[src/rtl/oneshot_blink_ctrl_if.sv]
// ============================================================================
// Module      : oneshot_blink_ctrl_if
// Description : Trigger and status bundle of the one-shot LED blink controller.
// Revision    : 1.0 - initial release
// ============================================================================
`default_nettype none

interface oneshot_blink_ctrl_if;
  logic       iBtnPulse;
  logic       oLed;
  logic       oBusy;
  logic       oDone;
  logic [3:0] oBlinkCnt;

  modport master (
    output iBtnPulse,
    input  oLed,
    input  oBusy,
    input  oDone,
    input  oBlinkCnt
  );

  modport slave (
    input  iBtnPulse,
    output oLed,
    output oBusy,
    output oDone,
    output oBlinkCnt
  );
endinterface

`default_nettype wire

[src/rtl/oneshot_blink_ctrl.sv]
// ============================================================================
// Module      : oneshot_blink_ctrl
// Description : Button-triggered burst of BLINKS LED on/off blinks.
//               Optional macro ONESHOT_RETRIGGER_EN: a trigger during a burst
//               restarts it; otherwise such triggers are ignored.
// Revision    : 1.0 - initial release
// ============================================================================
`default_nettype none

module oneshot_blink_ctrl #(
  parameter int TICK_DIV = 50000,
  parameter int ON_MS    = 250,
  parameter int OFF_MS   = 250,
  parameter int BLINKS   = 3
) (
  input  wire                    CLK,
  input  wire                    RESETn,
  oneshot_blink_ctrl_if.slave    bus
);

  localparam logic [63:0] c_ON_CYC  = 64'(ON_MS) * 64'(TICK_DIV);
  localparam logic [63:0] c_OFF_CYC = 64'(OFF_MS) * 64'(TICK_DIV);
  localparam logic [63:0] c_MAX_CYC = (c_ON_CYC > c_OFF_CYC) ? c_ON_CYC : c_OFF_CYC;
  localparam int          c_CNT_W   = ($clog2(c_MAX_CYC) < 1) ? 1 : $clog2(c_MAX_CYC);

  localparam logic [c_CNT_W-1:0] c_ON_LAST  = c_CNT_W'(c_ON_CYC - 64'd1);
  localparam logic [c_CNT_W-1:0] c_OFF_LAST = c_CNT_W'(c_OFF_CYC - 64'd1);
  localparam logic [3:0]         c_BLINKS   = 4'(BLINKS);

  generate
    if ((BLINKS < 1) || (BLINKS > 15)) begin : g_badBlinks
      $error("oneshot_blink_ctrl: BLINKS must be in 1..15");
    end
  endgenerate

  typedef enum logic [1:0] {
    IDLE = 2'd0,
    ON   = 2'd1,
    OFF  = 2'd2
  } state_t;

  state_t               r_state;
  logic [c_CNT_W-1:0]   r_cycCnt;
  logic [3:0]           r_blinkCnt;
  logic                 r_led;
  logic                 r_busy;
  logic                 r_done;

  logic                 w_start;
  logic [3:0]           w_nextBlink;

  // A trigger always wins over the running sequence when it is allowed to start a burst.
  always_comb begin
    w_start = 1'b0;
`ifdef ONESHOT_RETRIGGER_EN
    w_start = bus.iBtnPulse;
`else
    w_start = bus.iBtnPulse && (r_state == IDLE);
`endif
  end

  assign w_nextBlink = r_blinkCnt + 4'd1;

  always_ff @(posedge CLK or negedge RESETn) begin
    if (!RESETn) begin
      r_state    <= IDLE;
      r_cycCnt   <= '0;
      r_blinkCnt <= 4'd0;
      r_led      <= 1'b0;
      r_busy     <= 1'b0;
      r_done     <= 1'b0;
    end else begin
      r_done <= 1'b0;
      if (w_start) begin
        r_state    <= ON;
        r_cycCnt   <= '0;
        r_blinkCnt <= 4'd0;
        r_led      <= 1'b1;
        r_busy     <= 1'b1;
      end else begin
        case (r_state)
          IDLE: begin
            r_cycCnt <= '0;
          end
          ON: begin
            if (r_cycCnt == c_ON_LAST) begin
              r_state  <= OFF;
              r_cycCnt <= '0;
              r_led    <= 1'b0;
            end else begin
              r_cycCnt <= r_cycCnt + 1'b1;
            end
          end
          OFF: begin
            if (r_cycCnt == c_OFF_LAST) begin
              r_cycCnt   <= '0;
              r_blinkCnt <= w_nextBlink;
              if (w_nextBlink == c_BLINKS) begin
                r_state <= IDLE;
                r_busy  <= 1'b0;
                r_done  <= 1'b1;
              end else begin
                r_state <= ON;
                r_led   <= 1'b1;
              end
            end else begin
              r_cycCnt <= r_cycCnt + 1'b1;
            end
          end
          default: begin
            r_state  <= IDLE;
            r_cycCnt <= '0;
            r_led    <= 1'b0;
            r_busy   <= 1'b0;
          end
        endcase
      end
    end
  end

  assign bus.oLed      = r_led;
  assign bus.oBusy     = r_busy;
  assign bus.oDone     = r_done;
  assign bus.oBlinkCnt = r_blinkCnt;

endmodule

`default_nettype wire
[src/flat_wrapper.sv]
// flat-port wrapper written by rule: the top's interface ports become plain ports
module oneshot_blink_ctrl_flat 
#(
  parameter int TICK_DIV = 50000,
  parameter int ON_MS    = 250,
  parameter int OFF_MS   = 250,
  parameter int BLINKS   = 3
)
  (CLK, RESETn, bus_iBtnPulse, bus_oLed, bus_oBusy, bus_oDone, bus_oBlinkCnt);
  oneshot_blink_ctrl_if bus_i ();
  input  wire CLK;
  input  wire RESETn;
  input wire logic [$bits(bus_i.iBtnPulse)-1:0] bus_iBtnPulse;
  output wire logic [$bits(bus_i.oLed)-1:0] bus_oLed;
  output wire logic [$bits(bus_i.oBusy)-1:0] bus_oBusy;
  output wire logic [$bits(bus_i.oDone)-1:0] bus_oDone;
  output wire logic [$bits(bus_i.oBlinkCnt)-1:0] bus_oBlinkCnt;
  assign bus_i.iBtnPulse = bus_iBtnPulse;
  assign bus_oLed = bus_i.oLed;
  assign bus_oBusy = bus_i.oBusy;
  assign bus_oDone = bus_i.oDone;
  assign bus_oBlinkCnt = bus_i.oBlinkCnt;
  oneshot_blink_ctrl #(.TICK_DIV(TICK_DIV), .ON_MS(ON_MS), .OFF_MS(OFF_MS), .BLINKS(BLINKS)) u_core (.CLK(CLK), .RESETn(RESETn), .bus(bus_i));
endmodule
[config.mk]
export PLATFORM = sky130hd
export DESIGN_NAME = oneshot_blink_ctrl_flat
export DESIGN_NICKNAME = d
export VERILOG_FILES = /design/src/rtl/oneshot_blink_ctrl_if.sv /design/src/rtl/oneshot_blink_ctrl.sv /design/src/flat_wrapper.sv
export SDC_FILE = /design/constraint.sdc
export NUM_CORES = 1
export LEC_CHECK = 0
export BUFFER_PORTS_ARGS = -buffer_cell sky130_fd_sc_hd__buf_2
export CELL_PAD_IN_SITES_DETAIL_PLACEMENT = 2
export CELL_PAD_IN_SITES_GLOBAL_PLACEMENT = 2
export CORE_MARGIN = 2
export CORE_UTILIZATION = 34
export DETAILED_ROUTE_END_ITERATION = 6
export GPL_ROUTABILITY_DRIVEN = 0
export PLACE_DENSITY = 0.84
export SLEW_MARGIN = 20
export SYNTH_ARGS = -nofsm -noshare
export SYNTH_HDL_FRONTEND = slang
export SYNTH_SLANG_ARGS = --single-unit
[constraint.sdc]
create_clock -name CLK -period 2.1 [get_ports CLK]
set_clock_uncertainty 0.05 [all_clocks]
set_input_delay 0.315 -clock CLK [delete_from_list [all_inputs] [get_ports CLK]]
set_output_delay 0.315 -clock CLK [all_outputs]
set_load 0.01 [all_outputs]
==> metrics.md <==
| Metric | Value |
|---|---|
| Flops & latches, synth | 33 |
| Root buffer selected by CTS | clkbuf_8 |
| Total gr overflow | 0 |
| Clk_lat worst skew | 0.29 ns |
| DR DRC count | 0 |
| Crit-path max FO | 5 |
| PortBufs | 9 |
| Share of layout cells above drive strength 1 | 20.3% |
| Detailed Route WL | 4810 um |
| Syn. warnings | 0 |
| Initial antenna violation count | 0 |
| Max-cap violations | 0 |
| Dpl hpwl | 3230 um |
| Die height | 75.9 um |
| Compound-Gate Fraction of Synth Area | 6.26% |
| Adder-cell share of the synthesized area | 4.27% |
| First-pass GRT wire length | 8160 um |
| Period utilisation layout | 96.6% |
| Final layout net count | 225 |
| Mux contribution to synthesized area | 0% |
| CORE AREA | 5040 um^2 |
| Post-synthesis cell area | 1760 um^2 |
| Worst path cell trace | or4bb_4, nor4_4, buf_4, nand3_2, or4_1, nand2_1 |
| DR WL/cell | 16.7 um |
| Syn avg cell area | 9.26 um^2 |
| Row count | 26 |
| Largest family of logic cells by synthesized area | simple AND/OR/NAND/NOR gates |
| Final ANT Viol Nets | 0 |
| Simple-Gate Fraction of Synth Area | 27.2% |
| Top_reg_cell synth | dfrtp_1 |
| Slowest cell delay on critical path | 0.54 ns |
| Starting Density | 34.9% |
| N_diodes | 0 |
| Post-synthesis sequential area ratio | 46.9% |
| Drt first-iter violations | 33 |
| Final setup viols | 0 |
| CP startpoint kind | register |
| CTS clock-pin slew for the worst setup and hold paths | 0.07 ns |
| H-tree Lvls | 2 |
| Status | complete, no violations |
| Worst Setup Path Type | register to register |
| FMAX | 493 MHz |
| Syn_nets | 199 |
| Final hold violation count | 0 |
| Critical Path AT | 2.21 ns |
| Synth Area in XOR/XNOR | 11.9% |
| Worst path required time | 2.28 ns |
| Die Footprint | 5770 um^2 |
| P per Cell Area | 940 nW/um^2 |
| CTS tree | yes |
| Vias/cell | 5.01 |
| Layout area overhead | 20.4% |
| Die Wd | 75.9 um |
| Mapped Cells | 190 |
| Vias in the first global route | 1,636 |
| Asr flop ratio synth | 100% |
| Max stage delay cell, worst path | or4bb_4 |
| Rel. slew slack | 48.8% |
| Hold_buf cts | 0 |
| Leakage Power | 0.888 nW |
| Largest net degree at the start of global routing | 34 |
| CP Capture Type | register |
| Num CTS Buffers | 5 |
| Worst-Margin Slew | 0.767 ns |
| GRT Total Usage | 17.6% |
| Drt first pass iters | 4 |
| Worst Hold Class | input pin to async pin |
| CTS Buffer Depth | 2 |
| Tmin final | 2.03 ns |
| Synth cell types | 34 |
| Total Neg Setup Slack | 0 ns |
| CTS Sinks | 33 |
| Worst VDD drop | 0.323 mV |
| Io pins | 10 |
| Number of flops mapped to enable cells by yosys | 0 |
| Power, Total | 1.99 mW |
| Vias | 1,437 |
| Slew Limit Fails | 0 |
[kinds of logic after synthesis]
kind of cell / after synthesis
and+or+nand+nor: 96
DFF: 33
xor gates and xnor gates: 24
AOI/OAI and AO/OA: 18
buffers and inverters: 13
adders and majority gates: 6
[worst paths after layout]
check / startpoint / slack [ns] / depth (start not counted) / to
min: RESETn / 0.05 / 1 / u_core.r_cycCnt[16]
min in group CLK: bus_iBtnPulse / 0.36 / 4 / u_core.r_state[1]
max reg2reg: u_core.r_cycCnt[5] / 0.07 / 6 / u_core.bus.oBlinkCnt[3]
min reg2reg: u_core.r_cycCnt[0] / 0.46 / 1 / u_core.r_cycCnt[0]
max: u_core.r_cycCnt[5] / 0.07 / 6 / u_core.bus.oBlinkCnt[3]
max in group asynchronous: RESETn / 1.46 / 1 / u_core.r_cycCnt[2]
[layout make-up]
| class | instances | area (um^2) |
|---|---|---|
| clock inverter | 1 | 30.0 |
| timing repair buffer | 25 | 169 |
| inverter | 7 | 26.3 |
| multi-input combinational | 144 | 893 |
| sequential | 33 | 826 |
| tap | 70 | 87.6 |
| clock buffer | 7 | 86.3 |
| fill | 566 | 2920 |
[metal layers]
metal	part of all wire (%)	GRT usage, %	vias to the layer above
met3	1.9	3.69	5
met1	45	21.9	731
li1	-	-	691
met5	0	0	-
met2	52	31.3	10
met4	0.92	4.36	0
[per-stage QoR]
stage | worst slack [ns] | hold slack, ns | cell area, um^2 | std cells | utilization, %
after floorplan | 0.0625 | -0.0306 | 1760 | 190 | -
after global placement | 0.0949 | 0.378 | 1940 | 274 | 38.5
after detailed placement | 0.00502 | 0.395 | 1940 | 274 | 38.5
after CTS | 0.00263 | 0.0791 | 2090 | 285 | 41.4
after global routing | -0.00751 | 0.110 | 2120 | 287 | 42.0
final | 0.0719 | 0.0461 | 2120 | 287 | 42.0
[timing repair]
action                     CTS  global route
setup endpoints to repair   16            10
gates resized for setup      3             3
pin swaps                    2             2
setup buffers                3             2
hold endpoints to repair     0             0
[registers in the layout (all words and copies together) (netlist names)]
signal                count
u_core.bus.oBusy          1
u_core.r_state            2
u_core.bus.oDone          1
u_core.r_cycCnt          24
u_core.bus.oBlinkCnt      4
u_core.bus.oLed           1
[cells in the mapped netlist, types with 2 or more instances]
library cell	count	share of area (%)
nand2_1	17	3.6
ha_1	6	4.3
nor3_1	4	1.1
a21oi_1	5	1.4
clkbuf_1	2	0.43
o211ai_1	2	0.85
o31ai_1	2	0.85
or4_1	2	0.85
nor4_1	4	1.4
and2_1	2	0.71
or2_2	3	1.1
xnor2_1	18	9.0
buf_2	3	0.85
nand4_1	5	1.8
xor2_1	6	3.0
nand3_1	9	2.6
dfrtp_1	33	47
and3_1	2	0.71
o21ai_0	5	1.4
inv_1	7	1.5
nor2_1	40	8.5
[power by group]
| part | leakage, nW | switching [mW] | internal [mW] |
|---|---|---|---|
| Clock | 0.0585 | 0.240 | 0.387 |
| Sequential | 0.453 | 0.0488 | 0.697 |
| Combinational | 0.377 | 0.408 | 0.212 |
| Total | 0.888 | 0.696 | 1.30 |
[cell usage in the layout, fill, tap and decap left out, drive strengths merged, types with 3 or more instances in the layout]
cell type and count:
buf 25, a21oi 5, inv 7, nor2 40
xor2 6, dfrtp 33, and2 3, o21ai 5
nor3 4, or4 3, xnor2 18, nand2 17
nand3 10, nand4 5, clkbuf 7, nor4 5
or2 3, ha 6
[critical path: cells and delay by family (launching register included)]
family        cells  cell delay, ns
buf+inv           1            0.18
simple gates      5            1.35
flops             1            0.40
No activity file was read; power rests on OpenSTA's default activity.
